File: config.mk
export PLATFORM = sky130hd
export DESIGN_NAME = picorv32_mem_arbiter
export DESIGN_NICKNAME = d
export VERILOG_FILES = /design/src/rtl/picorv32_mem_arbiter_pkg.sv /design/src/rtl/picorv32_mem_arb_prio.sv /design/src/rtl/picorv32_mem_arbiter.sv
export SDC_FILE = /design/constraint.sdc
export NUM_CORES = 1
export LEC_CHECK = 0
export BUFFER_PORTS_ARGS = -buffer_cell sky130_fd_sc_hd__buf_2
export CAP_MARGIN = 20
export CORE_AREA = 5 5 123 125
export CTS_CLUSTER_DIAMETER = 30
export DETAILED_ROUTE_END_ITERATION = 6
export DIE_AREA = 0 0 128 130
export GPL_TIMING_DRIVEN = 0
export PLACE_DENSITY_LB_ADDON = 0.2
export REMOVE_ABC_BUFFERS = 1
export SLEW_MARGIN = 5
export SYNTH_ARGS = -nofsm -noshare
export SYNTH_HDL_FRONTEND = slang
export SYNTH_HIERARCHICAL = 1
export SYNTH_SLANG_ARGS = --single-unit
File: constraint.sdc
create_clock -name clk_i -period 3 [get_ports clk_i]
set_input_delay 0.3 -clock clk_i [delete_from_list [all_inputs] [get_ports clk_i]]
set_output_delay 0.3 -clock clk_i [all_outputs]
set_load 0.05 [all_outputs]
File: src/rtl/picorv32_mem_arbiter_pkg.sv
// Shared types and helpers for the picorv32 instruction/data SRAM arbiter.
// Holds the bus word types, the response-owner encoding and the byte-strobe expansion.
package picorv32_mem_arbiter_pkg;

    typedef logic [31:0] addr_t;
    typedef logic [31:0] data_t;
    typedef logic [3:0]  strb_t;

    typedef enum logic [1:0] {
        OWN_NONE  = 2'd0,
        OWN_INSTR = 2'd1,
        OWN_DATA  = 2'd2
    } owner_e;

    function automatic logic [31:0] strb_to_wmask(strb_t strb);
        logic [31:0] mask;
        for (int i = 0; i < 4; i++) begin
            mask[8*i +: 8] = {8{strb[i]}};
        end
        return mask;
    endfunction

endpackage

File: src/rtl/picorv32_mem_arb_prio.sv
// Grant decision between the instruction and data ports.
// Data wins by default; a waiting instruction fetch is forced through after MaxDataBurst data grants.
module picorv32_mem_arb_prio
    import picorv32_mem_arbiter_pkg::*;
#(
    parameter int unsigned MaxDataBurst = 4
) (
    input  logic clk_i,
    input  logic rst_i,
    input  logic instr_req_i,
    input  logic data_req_i,
    output logic gnt_instr,
    output logic gnt_data
);

    localparam logic [3:0] BurstMax = 4'(MaxDataBurst);

    logic [3:0] burst_cnt;
    logic       instr_wins;

    always_comb begin
        instr_wins = instr_req_i && ((burst_cnt == BurstMax) || !data_req_i);
        gnt_instr  = !rst_i && instr_wins;
        gnt_data   = !rst_i && data_req_i && !instr_wins;
    end

    // NOTE: sequential state uses non-blocking assignments so every flop samples pre-edge values.
    always_ff @(posedge clk_i) begin
        if (rst_i) begin
            burst_cnt <= '0;
        end else if (!instr_req_i || gnt_instr) begin
            burst_cnt <= '0;
        end else if (gnt_data && (burst_cnt != BurstMax)) begin
            burst_cnt <= burst_cnt + 4'd1;
        end
    end

endmodule

File: src/rtl/picorv32_mem_arbiter.sv
// Shares one single-port word SRAM between the picorv32 instruction and data ports.
// Translates byte addresses to word indices, rejects out-of-range accesses and routes responses back.
module picorv32_mem_arbiter
    import picorv32_mem_arbiter_pkg::*;
#(
    parameter int unsigned MemDepth     = 1 << 20,
    parameter addr_t       BaseAddr     = 32'h8000_0000,
    parameter int unsigned MaxDataBurst = 4,
    localparam int unsigned AddrW       = $clog2(MemDepth)
) (
    input  logic             clk_i,
    input  logic             rst_i,

    input  logic             instr_req_i,
    output logic             instr_gnt_o,
    input  logic [31:0]      instr_addr_i,
    input  logic             instr_we_i,
    input  logic [31:0]      instr_wdata_i,
    input  logic [3:0]       instr_strb_i,
    output logic             instr_rvalid_o,
    output logic [31:0]      instr_rdata_o,
    output logic             instr_err_o,

    input  logic             data_req_i,
    output logic             data_gnt_o,
    input  logic [31:0]      data_addr_i,
    input  logic             data_we_i,
    input  logic [31:0]      data_wdata_i,
    input  logic [3:0]       data_strb_i,
    output logic             data_rvalid_o,
    output logic [31:0]      data_rdata_o,
    output logic             data_err_o,

    output logic             mem_req_o,
    output logic             mem_we_o,
    output logic [AddrW-1:0] mem_addr_o,
    output logic [31:0]      mem_wdata_o,
    output logic [31:0]      mem_wmask_o,
    input  logic [31:0]      mem_rdata_i
);

    // 33-bit span so a window covering the whole 4 GiB space still compares correctly.
    localparam logic [32:0] SpanBytes = 33'(MemDepth) * 33'd4;

    logic       gnt_instr;
    logic       gnt_data;
    logic       instr_in_range;
    logic       data_in_range;
    owner_e     rsp_owner;
    logic       rsp_err;

    picorv32_mem_arb_prio #(
        .MaxDataBurst(MaxDataBurst)
    ) u_prio (
        .clk_i      (clk_i),
        .rst_i      (rst_i),
        .instr_req_i(instr_req_i),
        .data_req_i (data_req_i),
        .gnt_instr  (gnt_instr),
        .gnt_data   (gnt_data)
    );

    assign instr_gnt_o = gnt_instr;
    assign data_gnt_o  = gnt_data;

    // Addresses below BaseAddr wrap to huge offsets and fall outside the window.
    assign instr_in_range = {1'b0, instr_addr_i - BaseAddr} < SpanBytes;
    assign data_in_range  = {1'b0, data_addr_i - BaseAddr} < SpanBytes;

    // NOTE: every output of this block gets a default first so no latch is inferred.
    always_comb begin
        mem_req_o   = 1'b0;
        mem_we_o    = 1'b0;
        mem_addr_o  = '0;
        mem_wdata_o = '0;
        mem_wmask_o = '0;
        if (gnt_instr && instr_in_range) begin
            mem_req_o   = 1'b1;
            mem_we_o    = instr_we_i;
            mem_addr_o  = AddrW'((instr_addr_i - BaseAddr) >> 2);
            mem_wdata_o = instr_wdata_i;
            mem_wmask_o = strb_to_wmask(instr_strb_i);
        end else if (gnt_data && data_in_range) begin
            mem_req_o   = 1'b1;
            mem_we_o    = data_we_i;
            mem_addr_o  = AddrW'((data_addr_i - BaseAddr) >> 2);
            mem_wdata_o = data_wdata_i;
            mem_wmask_o = strb_to_wmask(data_strb_i);
        end
    end

    always_ff @(posedge clk_i) begin
        if (rst_i) begin
            rsp_owner <= OWN_NONE;
            rsp_err   <= 1'b0;
        end else if (gnt_instr) begin
            rsp_owner <= OWN_INSTR;
            rsp_err   <= !instr_in_range;
        end else if (gnt_data) begin
            rsp_owner <= OWN_DATA;
            rsp_err   <= !data_in_range;
        end else begin
            rsp_owner <= OWN_NONE;
            rsp_err   <= 1'b0;
        end
    end

    // Reset gates the response combinationally so a grant just before reset never acks.
    always_comb begin
        instr_rvalid_o = !rst_i && (rsp_owner == OWN_INSTR);
        data_rvalid_o  = !rst_i && (rsp_owner == OWN_DATA);
        instr_err_o    = instr_rvalid_o && rsp_err;
        data_err_o     = data_rvalid_o && rsp_err;
        instr_rdata_o  = (instr_rvalid_o && !rsp_err) ? mem_rdata_i : '0;
        data_rdata_o   = (data_rvalid_o && !rsp_err) ? mem_rdata_i : '0;
    end

endmodule

# Word-level counts from Yosys, hierarchy flattened
# Cells that the tools add are included.
[totals]
ff_bits = 7
input_bits = 174
output_inout_bits = 156
wordCells = 53
[op_classes]
addsub = 3
order_cmp = 2
eq_ne = 4
n_mux = 16
n_reduce_logical = 24
[op_table]
columns = ["operator", "n"]
rows = [
  ["$mux 32", 6],
  ["$lt 32x23->1 const B", 2],
  ["$sub 32x32->32 const B", 2],
  ["$mux 20", 2],
  ["$logic_and 1x1->1", 13],
  ["$logic_not 1->1", 7],
  ["$mux 1", 7],
  ["$add 4x1->4 const B", 1],
  ["$eq 4x3->1 const B", 1],
  ["$ne 4x3->1 const B", 1],
  ["$reduce_or 2->1", 2],
  ["$eq 2x1->1 const B", 1],
  ["$eq 2x2->1 const B", 1],
  ["$logic_or 1x1->1", 2],
  ["$mux 2", 1],
]

# Depth between registers and ports, before layout
[depth]
word_depth = 8
ltp_mapped = 9
depth_no_buf = 7

# Hierarchy
# The synthesis kept the hierarchy.
[by_module_without_submodules]
columns = ["mod", "instances", "cells_per_inst", "area_each_um2"]
rows = [
  ["picorv32_mem_arbiter", 1, 324, 2129.5],
  ["picorv32_mem_arb_prio", 1, 23, 214.0],
]

# Least setup slack after synthesis
# No wires, ideal clock.
[synth_timing]
path_kind = "reg-to-output"
from = "register u_prio.burst_cnt[0]"
to = "output mem_wmask_o[10]"
arrival_time_ns = 3.756
required_time_ns = 2.700
slack_ns = -1.056
stages_incl_launch_ff = 10
path_cell_list = "dfxtp_1 -> inv_1 -> ha_1 -> nand3b_1 -> a211oi_1 -> nor4b_4 -> buf_2 -> nand4_1 -> o31ai_1 -> buf_4"
[synth_between]
elab_cells_between_ends = 10
[synth_lines]
columns = ["item", "line_no", "text"]
rows = [
  ["from (decl)", "picorv32_mem_arb_prio.sv:18", "logic [3:0] burst_cnt;"],
  ["from (signal assigned)", "picorv32_mem_arb_prio.sv:34", "burst_cnt <= burst_cnt + 4'd1;"],
  ["$eq 4x3->1", "picorv32_mem_arb_prio.sv:22", "instr_wins = instr_req_i && ((burst_cnt == BurstMax) || !data_req_i);"],
  ["$logic_or 1x1->1", "picorv32_mem_arb_prio.sv:22", ""],
  ["$logic_and 1x1->1", "picorv32_mem_arb_prio.sv:22", ""],
  ["$logic_and 1x1->1", "picorv32_mem_arb_prio.sv:23", "gnt_instr = !rst_i && instr_wins;"],
  ["via instr_gnt_o", "picorv32_mem_arbiter.sv:15", "output logic instr_gnt_o,"],
  ["$logic_and 1x1->1", "picorv32_mem_arbiter.sv:77", "if (gnt_instr && instr_in_range) begin"],
  ["$mux 32", "picorv32_mem_arbiter.sv:77", ""],
  ["to (decl)", "picorv32_mem_arbiter.sv:38", "output logic [31:0] mem_wmask_o,"],
]
# The timed path passes the listed nets, and every way through them passes these cells.

# Final worst setup path
[layout_timing]
from = "register u_prio.burst_cnt[1]"
to = "output mem_wmask_o[10]"
[layout_between]
elab_chain_len = 8
elab_cells_between_ends = 10
[layout_rtl]
columns = ["item", "line_no", "text"]
rows = [
  ["$eq 4x3->1 *", "picorv32_mem_arb_prio.sv:22", ""],
  ["$logic_or 1x1->1 *", "picorv32_mem_arb_prio.sv:22", ""],
  ["$logic_and 1x1->1 *", "picorv32_mem_arb_prio.sv:22", ""],
  ["$logic_not 1->1", "picorv32_mem_arb_prio.sv:24", "gnt_data = !rst_i && data_req_i && !instr_wins;"],
  ["$logic_and 1x1->1", "picorv32_mem_arb_prio.sv:24", ""],
  ["$logic_and 1x1->1", "picorv32_mem_arbiter.sv:83", "end else if (gnt_data && data_in_range) begin"],
  ["$mux 32", "picorv32_mem_arbiter.sv:83", ""],
  ["$mux 32 *", "picorv32_mem_arbiter.sv:77", ""],
]
# Every way passes the cells marked *; elsewhere a longest branch is shown, timed or not.

==> results.md <==
• **required time at the endpoint of the critical path** 2.70 ns
• **post-route minimum period** 2.914 ns
• **Worst Slack Setup Final** 0.08621 ns
• **internal power** 0.0003883 W
• **antenna-violating nets left** 0
• **total routing resource utilization after global routing** 0.1370
• **clock sink count** 7
• **number of synthesized register bits** 7
• **post-detailed-placement half-perimeter wirelength** 10,770 microns
• **final number of max-transition violations** 0
• **post-detailed-route DRC marker count** 0
• **Max-Cap Viols** 0
• **standby leakage power** 2.667 nW
• **power share of the combinational group** 0.440
• **final std cell area, no fill** 4468 sq um
• **via count of the first global-routing pass** 3,651
• **run status** finished clean
• **Max-Slew Margin vs Limit** 0.5208
• **fill cell count** 1,528
• **DP Area** 4016 sq um
• **startpoint of the most critical hold path** rst_i
• **main area contributors after synthesis** sky130_fd_sc_hd__and2_1, sky130_fd_sc_hd__nand4_1, sky130_fd_sc_hd__o31ai_1
• **effective utilization at floorplan** 0.1701
• **area of the mapped netlist** 2343 sq um
• **part of the total power dissipated in the clock network** 0.391
• **grt total ovfl** 0
• **floorplan core area** 13,770 sq um
• **CP Class** reg2out
• **sequential fraction of design power** 0.169
• **total of hold buffers inserted after clock tree synthesis** 0
• **Diodes inserted** 0
• **Crit Reg-Reg Startpoint** u_prio/burst_cnt[1]
• **pin count of the biggest net entering global routing** 33
• **buffer type at the clock tree root** sky130_fd_sc_hd__clkbuf_16
• **fraction of the cycle the final worst path needs** 0.9713
• **die area** 16,640 sq um
• **initial antenna violation count** 1
• **number of endpoints failing setup at the final stage** 0
• **highest-count cells in the layout ignoring fill and taps** sky130_fd_sc_hd__buf_2, sky130_fd_sc_hd__and2_1, sky130_fd_sc_hd__inv_1
• **worst-path maximum fanout** 27
• **worst slack at placement** -0.6175 ns
• **switching share of total power** 0.3280
• **number of detailed-routing iterations run before antenna repair** 4
• **via count** 3,595
• **setup repair after global routing missed its margin** yes
• **most frequent standard cell in the layout excluding fill and tap cells** sky130_fd_sc_hd__buf_2
• **boundary pin count** 330
• **Synth top area share** 0.1762
• **capturing element type of the critical path** output port
• **Hold Path Class** in2reg
• **weighted congestion at the end of routability-driven global placement** 0.8236
• **Fin. Hold Viols** 0
• **first-pass GRT wire length** 18,620 microns
• **Crit. Startpoint** u_prio/burst_cnt[1]
• **clock tree from TritonCTS** done
• **Overall Power** 0.0005778 W
• **Peak Freq** 343.2 MHz
• **cell row count** 43
• **switching power** 0.0001895 W
• **Die X-Extent** 128 microns
• **power per cell area** 129.3 nW/um^2
• **sort of element at the start of the critical path** register
• **post-synthesis to final-layout area growth** 90.66%
• **average detailed-routed wire length per instance** 15.92 microns
• **cell accounting for the most synthesized area** sky130_fd_sc_hd__and2_1
• **CTS max path bufs** 2
• **die extent in y** 130 microns
• **# H-tree levels** 1
• **Synth Warn #** 6
• **nets@finish** 821
• **Via density** 4.363
• **Post-Synthesis Mean Instance Area** 6.754 sq um
• **CTS buffer count** 3
• **signal arrival time at the worst endpoint** 2.61 ns
• **DRT iter0 DRCs** 88
• **latest clock arrival within the worst-skew pair** 0.23 ns
• **post-detailed-routing wire length** 13,120 microns
• **count of buffers from port buffering** 325
• **unique cell type count in the Yosys netlist** 31
• **share of synthesized area occupied by flip-flops and latches** 0.05980
• **Tightest Pin Transition** 0.7158 ns
• **proportion of layout cells with a drive suffix above 1** 0.6102
• **post-CTS clock slew at the launch and capture registers of the worst setup and hold paths** 0.04 ns
• **largest voltage drop on the vdd net** 0.0001791 V
• **cell count after synthesis** 347
• **final clock skew** 0.001358 ns
worst max-delay path, cell delays in order, from the launching register on:
cell and delay, ns:
sky130_fd_sc_hd__dfxtp_1 0.33, sky130_fd_sc_hd__inv_1 0.06, sky130_fd_sc_hd__ha_1 0.16, sky130_fd_sc_hd__nand3b_1 0.17, sky130_fd_sc_hd__a211oi_4 0.29, sky130_fd_sc_hd__nor4b_4 0.29, sky130_fd_sc_hd__buf_4 0.18, sky130_fd_sc_hd__buf_6 0.10
sky130_fd_sc_hd__buf_12 0.16, sky130_fd_sc_hd__nand4_1 0.15, sky130_fd_sc_hd__o31ai_4 0.11, sky130_fd_sc_hd__buf_6 0.17, sky130_fd_sc_hd__buf_4 0.20
metrics by stage:
step,hold slack (ns),setup TNS (ns),utilization,cells
2_1_floorplan,0.3711,-479.58,-,283
3_3_place_gp,0.4515,-312.46,0.2764,788
3_5_place_dp,0.4718,-34.60,0.2916,802
4_1_cts,0.3642,0,0.3111,816
5_1_grt,0.3823,-0.8634,0.3244,824
6_report,0.3759,0,0.3244,824
layout make-up:
class                      count  area (sq um)  area share
inverter                      64         240.2     0.05377
tap                          180         225.2     0.05041
clock buffer                   4         78.83     0.01764
timing repair buffer         356          2126      0.4758
multi-input combinational    213          1657      0.3708
sequential                     7         141.4     0.03164
cells by family after synthesis:
| family | synth area share |
|---|---|
| simple gates | 0.4159 |
| buf+inv | 0.2680 |
| compound gates | 0.2376 |
| flops | 0.05980 |
| fa+ha+maj | 0.01068 |
| xor+xnor | 0.003738 |
| mux | 0.004271 |
state kept, by name, indices dropped and copies added, names as in the netlist:
name / flops
rsp_owner: 2
u_prio/burst_cnt: 4
rsp_err: 1
worst paths after layout:
check | cells past startpoint | slack (ns) | to
worst max-delay path | 12 | 0.09 | mem_wmask_o[10]
worst min-delay path | 2 | 0.38 | rsp_owner[1]
worst max register to register | 9 | 0.97 | rsp_err
worst min register to register | 1 | 0.44 | u_prio/burst_cnt[0]
synthesized netlist by cell type, drive strengths merged:
| cell | n |
|---|---|
| nor3 | 2 |
| mux2i | 1 |
| dfxtp | 7 |
| and2 | 66 |
| nand3 | 2 |
| and2b | 2 |
| nand2 | 1 |
| clkbuf | 18 |
| nand3b | 1 |
| nor2 | 5 |
| and3 | 1 |
| nor4 | 1 |
| nand4 | 59 |
| o211a | 2 |
| buf | 46 |
| nor3b | 2 |
| inv | 64 |
| a31oi | 1 |
| a211oi | 1 |
| nor4b | 4 |
| ha | 2 |
| o31ai | 57 |
| xnor2 | 1 |
| nor2b | 1 |
timing repair:
| action | in CTS | in global routing |
|---|---|---|
| setup endpoints to repair | 85 | 78 |
| buffers inserted | 9 | 7 |
| cloned | 1 | 2 |
| pin swaps | 2 | 3 |
| resized for setup | 32 | 29 |
routing by layer:
metal / track usage / share of wire / vias to the layer above
met4: 0.01998 / 0.0081 / 0
met1: 0.1476 / 0.35 / 1597
met5: 0 / 0 / -
met2: 0.2656 / 0.53 / 207
li1: - / - / 1781
met3: 0.04421 / 0.11 / 10
power by group through the flow:
stage | sequential, W | clock, W | combinational, W
after floorplan | 0.0000987 | 0 | 0.0000936
after global placement | 0.0000989 | 0 | 0.000233
after detailed placement | 0.0000991 | 0 | 0.000248
after CTS | 0.0000977 | 0.000230 | 0.000254
after global routing | 0.0000980 | 0.000234 | 0.000278
final | 0.0000979 | 0.000226 | 0.000254
Power figures use the tool's default switching activity.
